<file path="src/rtl/btn_group_mask_ctrl.sv">
// Synchronizes buttons/switches, debounces buttons into press strobes and a 4-bit group blank mask, and drives LEDs.
// Latency: sw->led SYNC_STAGES+1, btn->blank SYNC_STAGES+DEBOUNCE_CYCLES+1, blank->led 1; no backpressure, no comb in->out path.
module btn_group_mask_ctrl #(
  parameter int DEBOUNCE_CYCLES = 1000000,
  parameter int SYNC_STAGES     = 2
) (
  input  logic        clk,
  input  logic        rst_n,
  input  logic [3:0]  btn,
  input  logic [15:0] sw,
  input  logic        mode,
  output logic [3:0]  blank,
  output logic [3:0]  btn_pulse,
  output logic [15:0] led
);

  localparam int CW = $clog2(DEBOUNCE_CYCLES);
  localparam logic [CW-1:0] CNT_LAST = CW'(DEBOUNCE_CYCLES - 1);

  logic [SYNC_STAGES-1:0][20:0] r_sync;
  logic [20:0]                  w_in;
  logic [3:0]                   w_btn_s;
  logic [15:0]                  w_sw_s;
  logic                         w_mode_s;

  logic [CW-1:0] r_cnt [4];
  logic [3:0]    r_db;
  logic [3:0]    r_db_d;
  logic [3:0]    w_rise;
  logic [3:0]    r_blank;
  logic [3:0]    r_pulse;
  logic [15:0]   r_led;

  assign w_in                      = {mode, sw, btn};
  assign {w_mode_s, w_sw_s, w_btn_s} = r_sync[SYNC_STAGES-1];

  always_ff @(posedge clk or negedge rst_n) begin
    if (!rst_n) begin
      r_sync <= '0;
    end else begin
      r_sync[0] <= w_in;
      for (int s = 1; s < SYNC_STAGES; s++) begin
        r_sync[s] <= r_sync[s-1];
      end
    end
  end

  // Counter clears whenever the input agrees with the stable state, so any glitch restarts it.
  always_ff @(posedge clk or negedge rst_n) begin
    if (!rst_n) begin
      for (int i = 0; i < 4; i++) begin
        r_cnt[i] <= '0;
      end
      r_db   <= '0;
      r_db_d <= '0;
    end else begin
      r_db_d <= r_db;
      for (int i = 0; i < 4; i++) begin
        if (w_btn_s[i] == r_db[i]) begin
          r_cnt[i] <= '0;
        end else if (r_cnt[i] == CNT_LAST) begin
          r_cnt[i] <= '0;
          r_db[i]  <= w_btn_s[i];
        end else begin
          r_cnt[i] <= r_cnt[i] + CW'(1);
        end
      end
    end
  end

  assign w_rise = r_db & ~r_db_d;

  always_ff @(posedge clk or negedge rst_n) begin
    if (!rst_n) begin
      r_pulse <= '0;
      r_blank <= '0;
      r_led   <= '0;
    end else begin
      r_pulse <= w_rise;
      r_blank <= w_mode_s ? r_db : (r_blank ^ w_rise);
      for (int g = 0; g < 4; g++) begin
        r_led[4*g +: 4] <= r_blank[g] ? 4'h0 : w_sw_s[4*g +: 4];
      end
    end
  end

  assign blank     = r_blank;
  assign btn_pulse = r_pulse;
  assign led       = r_led;

endmodule

</file>
<file path="config.mk">
export PLATFORM = sky130hd
export DESIGN_NAME = btn_group_mask_ctrl
export DESIGN_NICKNAME = d
export VERILOG_FILES = /design/src/rtl/btn_group_mask_ctrl.sv
export SDC_FILE = /design/constraint.sdc
export NUM_CORES = 1
export LEC_CHECK = 0
export CAP_MARGIN = 25
export CELL_PAD_IN_SITES_DETAIL_PLACEMENT = 1
export CELL_PAD_IN_SITES_GLOBAL_PLACEMENT = 1
export CORE_MARGIN = 4
export CORE_UTILIZATION = 47
export DETAILED_ROUTE_END_ITERATION = 6
export GPL_TIMING_DRIVEN = 0
export PLACE_DENSITY = 0.79
export SYNTH_ARGS = -nofsm -noshare
export SYNTH_HDL_FRONTEND = slang
export SYNTH_SLANG_ARGS = --single-unit
export TNS_END_PERCENT = 50
</file>
<file path="constraint.sdc">
create_clock -name clk -period 2.63 [get_ports clk]
set_clock_uncertainty 0.2 [all_clocks]
set_input_delay 0.526 -clock clk [delete_from_list [all_inputs] [get_ports clk]]
set_output_delay 0.526 -clock clk [all_outputs]
set_load 0.01 [all_outputs]
</file>
### After elaboration in Yosys (flattened, before gate mapping)

Cells that the tools add are included.

| cells by class | value |
|---|---|
| add/sub/neg operators | 4 |
| mux-type cells | 13 |
| bitwise operators | 7 |
| equal/unequal tests | 8 |
| reductions and logical operators | 4 |

Operators by type and width:

| operator | number |
|---|---|
| 20-bit two-way mux | 8 |
| 20-bit by 1-bit adder with 20-bit output (second input constant) | 4 |
| 20-bit == test (second input constant) | 4 |
| 4-bit two-way mux | 5 |
| 2-bit AND reduction | 4 |
| 4-bit bitwise AND | 1 |
| 1-bit == test | 4 |
| 1-bit inverter | 4 |
| 4-bit inverter | 1 |
| 4-bit XOR | 1 |

| word-level totals | value |
|---|---|
| bits in registers | 154 |
| output and inout bits | 24 |
| input port bits | 23 |
| logic and storage cells | 50 |

### Longest topological paths before layout

| logic depth | value |
|---|---|
| depth after elaboration | 4 |
| gate-level depth with buffers | 6 |

### Least setup slack after synthesis

OpenSTA, ideal clock, no wires.

| timing path | value |
|---|---|
| kind | flip-flop to flip-flop |
| from | register r_cnt[60] (netlist bit) |
| to | register r_cnt[78] (netlist bit) |
| path buffers | 1 |
| required time | 2.352 ns |
| stages on the path, launching flop included | 7 |
| library setup time | 0.078 ns |
| slack | 0.463 ns |
| arrival | 1.888 ns |
| cells stage by stage | dfrtp_1 -> ha_1 -> nand2_1 -> or4_1 -> buf_2 -> or4_1 -> a21oi_1 |

| on the way | value |
|---|---|
| longest elaborated chain between the ends | 3 |
| elaborated cells between the ends (all ways) | 4 |
| those cells by class | 1 x add/sub; 1 x eq/ne; 2 x mux |

Ends and longest elaborated chain:

| element | line | text |
|---|---|---|
| start, declared | 26 | `logic [CW-1:0] r_cnt [4];` |
| start signal, assigned by index | 65 | `r_cnt[i] <= r_cnt[i] + CW'(1);` |
| 20-bit by 1-bit adder with 20-bit output / 20-bit == test (equally long branches) | 65, 61 |  |
| 20-bit two-way mux (*) | 61 | `end else if (r_cnt[i] == CNT_LAST) begin` |
| 20-bit two-way mux (*) | 59 | `if (w_btn_s[i] == r_db[i]) begin` |

Mark *: on every way between the ends. The rest lies on a longest branch, timed or not.
A chain may end at the register's enable or synchronous reset.

### Worst setup path after layout

| timing path | value |
|---|---|
| from | register r_cnt[66] (netlist bit) |
| to | register r_cnt[65] (netlist bit) |

| on the way | value |
|---|---|
| longest elaborated chain between the ends | 3 |

Ends and longest elaborated chain:

| element | line |
|---|---|
| 20-bit == test | 61 |
| 20-bit two-way mux | 61 |
| 20-bit two-way mux | 59 |

No other way between the ends.

==> metrics.txt <==
status=completed; critical path depth in cells=5; r2r startpoint=r_cnt[66]; Min-Delay Path Class=reg2reg; Critical Path End Type=flip-flop; synthesized instance count=547; Die Ht=123 um; largest net degree at the start of global routing=108; Synth Cell Area=6240 um^2; WHS Path Cells=0; first-pass GRT wire length=23.5 mm; FFs w/ async S/R, synth=100%; slowest stage cell on the critical path=o41ai_4; detailed-route DRC error count=0; worst slack, placed=167 ps; Final Max Tran Viols=0; Inserted Clock Buffers=17; CP Data Arrival Time=2570 ps; DP HPWL=9.35 mm; worst-path maximum fanout=10; r2r setup slk=170 ps; Worst Path Required=2740 ps; Relative slew margins=57.8%; Clock Latency Late Sink=430 ps; Cell Rows=41; effective utilization at floorplan=48.6%; vias in the first global route=4754; synth-to-layout area growth=20.6%; Crit Reg-Reg Endpoint=r_cnt[65]; maxcap violations=0; endpoints failing hold=0; worst setup margin=166 ps; initial antenna violation count=2; post-layout min period=2460 ps; Vias=4388; DRT antenna net count=0; Synth Flop Type=dfrtp_1; core area=12800 um^2; Ant. Diodes=0; routability cong.=0.792; startpoint types=flip-flop; min-delay src=r_sync[10]; Peak VDD IR=0.523 mV; Total Wirelength=14.1 mm; met3 wire length=562 um; area of the multi-input gates=2260 um^2; routed metal-1 wirelength=6.02 mm; initial drt markers=281; WHS Endpoint=r_sync[31]; PD cells=655 nW/um^2; crit-path cells=nor4b_1 -> nand3b_1 -> o41ai_4 -> buf_2 -> nor2_1; Ys Warns=0; die area=15200 um^2; crit path kind=reg2reg; max layer used=met5; Post-synth EDFFs=0; Worst setup startpoint=r_cnt[66]; CTS tree=done; IO Count=47; nets=644; Overflow after GRT=0; R2R cell count=5; clock tree root driver cell=clkbuf_16; gr usage total=20.3%; H-tree Lvls=4; Leak=3.06 nW; Clock transition at path regs=60 ps; DR WL/cell=17.5 um; RSZ-0062 raised after global routing=false; Num Clock Sinks=154; FF+latch count, synth=154; crit path buf inv count=1; met2 WL post-DR=7.18 mm; CP max stage delay=680 ps; share of post-route cells with drive strength above 1=8.57%; Max Clock Freq=406 MHz; Final Cell Area=7520 um^2; Storage cell area=3850 um^2; First-pass DRT Iterations=5; crit-path leading delay family=simple AND/OR/NAND/NOR gates; Die Width=123 um; Avg Cell Area, Syn=11.4 um^2; placed cell area=6940 um^2; worst slew pin tran=631 ps; final setup violating endpoints=0; Final Cycle Share=93.7%; CTS max path bufs=2; vias per cell=5.47; Port Buffers=46; post-synthesis cell type count=42; fillers=1377; Seq/Total Area, Yosys=61.8%; syn nets=574
==> cells in the final DEF, fill, tap and decap left out, types with 11 or more instances in the layout <==
cell             count
a21oi_1             24
clkbuf_1            12
clkbuf_16           17
clkdlybuf4s50_1     45
dfrtp_1            154
inv_1               16
nand2_1             31
nand3_1             29
nand4_1             15
nor2_1              62
nor2b_1             23
nor3_1              13
nor4_1              15
o21ai_0             11
o31ai_1             12
or4_1               14
xnor2_1             33
xor2_1              19
==> how the worst max path moves through the flow <==
stage	to
after floorplan	r_cnt[78]
after global placement	r_cnt[11]
after detailed placement	r_cnt[65]
after CTS	r_cnt[65]
after global routing	r_cnt[65]
final	r_cnt[65]
==> cells in the mapped netlist, drive strengths merged (3+ instances only) <==
library cell  count  area share (%)
nand4b            3            0.42
nand2            31             1.9
nor4             15             1.5
xor2             19             2.7
buf               5            0.40
mux2              4            0.72
xnor2            33             4.6
nor3             13             1.0
nor4b             4            0.56
and4              3            0.42
o21ai            11            0.88
or4              15             1.9
and3              6            0.62
inv              16            0.96
nand3            30             2.5
dfrtp           154              62
or2               4            0.40
ha                4            0.80
nor2b            23             2.3
nand4            15             1.5
or3              11             1.1
nor2             62             3.7
and2              4            0.40
o41ai             3             1.0
clkbuf           10            0.60
a21oi            25             2.1
o31ai            12             1.4
==> registers in the layout, summed over array words and instances (netlist names) <==
| signal | cells |
|---|---|
| led | 16 |
| blank | 4 |
| btn_pulse | 4 |
| r_db | 4 |
| r_cnt | 80 |
| r_sync | 42 |
| r_db_d | 4 |
==> logic make-up (layout without fill, tap and decap cells) <==
logic type	Yosys count	after routing	share of synthesized area, %
AOI/OAI and AO/OA	56	56	6.08
xor gates and xnor gates	52	52	7.30
adders and majority gates	4	4	0.802
buffers and inverters	31	114	1.97
DFF	154	154	61.8
muxes	6	6	1.04
and+or+nand+nor	244	244	21.0
==> per-layer routing <==
| layer | vias up | track usage (%) |
|---|---|---|
| met3 | 31 | 6.13 |
| met5 | - | 0 |
| met4 | 4 | 7.96 |
| li1 | 2051 | - |
| met2 | 78 | 33.8 |
| met1 | 2224 | 24.8 |
==> what timing repair did <==
action,CTS,global route
endpoints found under the hold margin,47,0
setup buffers,0,3
hold buffers,1,0
endpoints found under the setup margin,0,20
gates resized for setup,0,1
==> cell type report <==
cell class              count  area share [%]
inverters                  16           0.798
well taps                 172            2.86
multi-input cells         362            30.1
repair buffers             51            6.93
clock inverters            11            1.31
clock buffers              21            5.99
flip-flops and latches    154            51.2
plain buffers              15           0.832
==> where the power goes <==
group	leakage, nW	total [W]	switching [W]	internal, W
registers	2.01	0.00246	0.0000326	0.00243
clock network	0.251	0.00227	0.000955	0.00132
logic	0.803	0.000193	0.000108	0.0000853
==> worst reg2reg max path: cells and delay by family, from the launching register on <==
kind	cells	cell delay, ps
and+or+nand+nor	3	690
DFF	1	430
buffers and inverters	1	340
AOI/OAI and AO/OA	1	680
==> stage by stage <==
| stage | power (W) | setup TNS, ps | hold slack (ps) | utilization [%] | std cells |
|---|---|---|---|---|---|
| after floorplan | 0.00256 | 0 | 30.4 | - | 547 |
| after global placement | 0.00268 | -783780 | 134 | 53.9 | 765 |
| after detailed placement | 0.00270 | 0 | 136 | 54.1 | 766 |
| after CTS | 0.00499 | 0 | 149 | 58.5 | 799 |
| after global routing | 0.00513 | 0 | 162 | 58.7 | 802 |
| final | 0.00493 | 0 | 148 | 58.7 | 802 |
(Power assumes the default switching activity.)
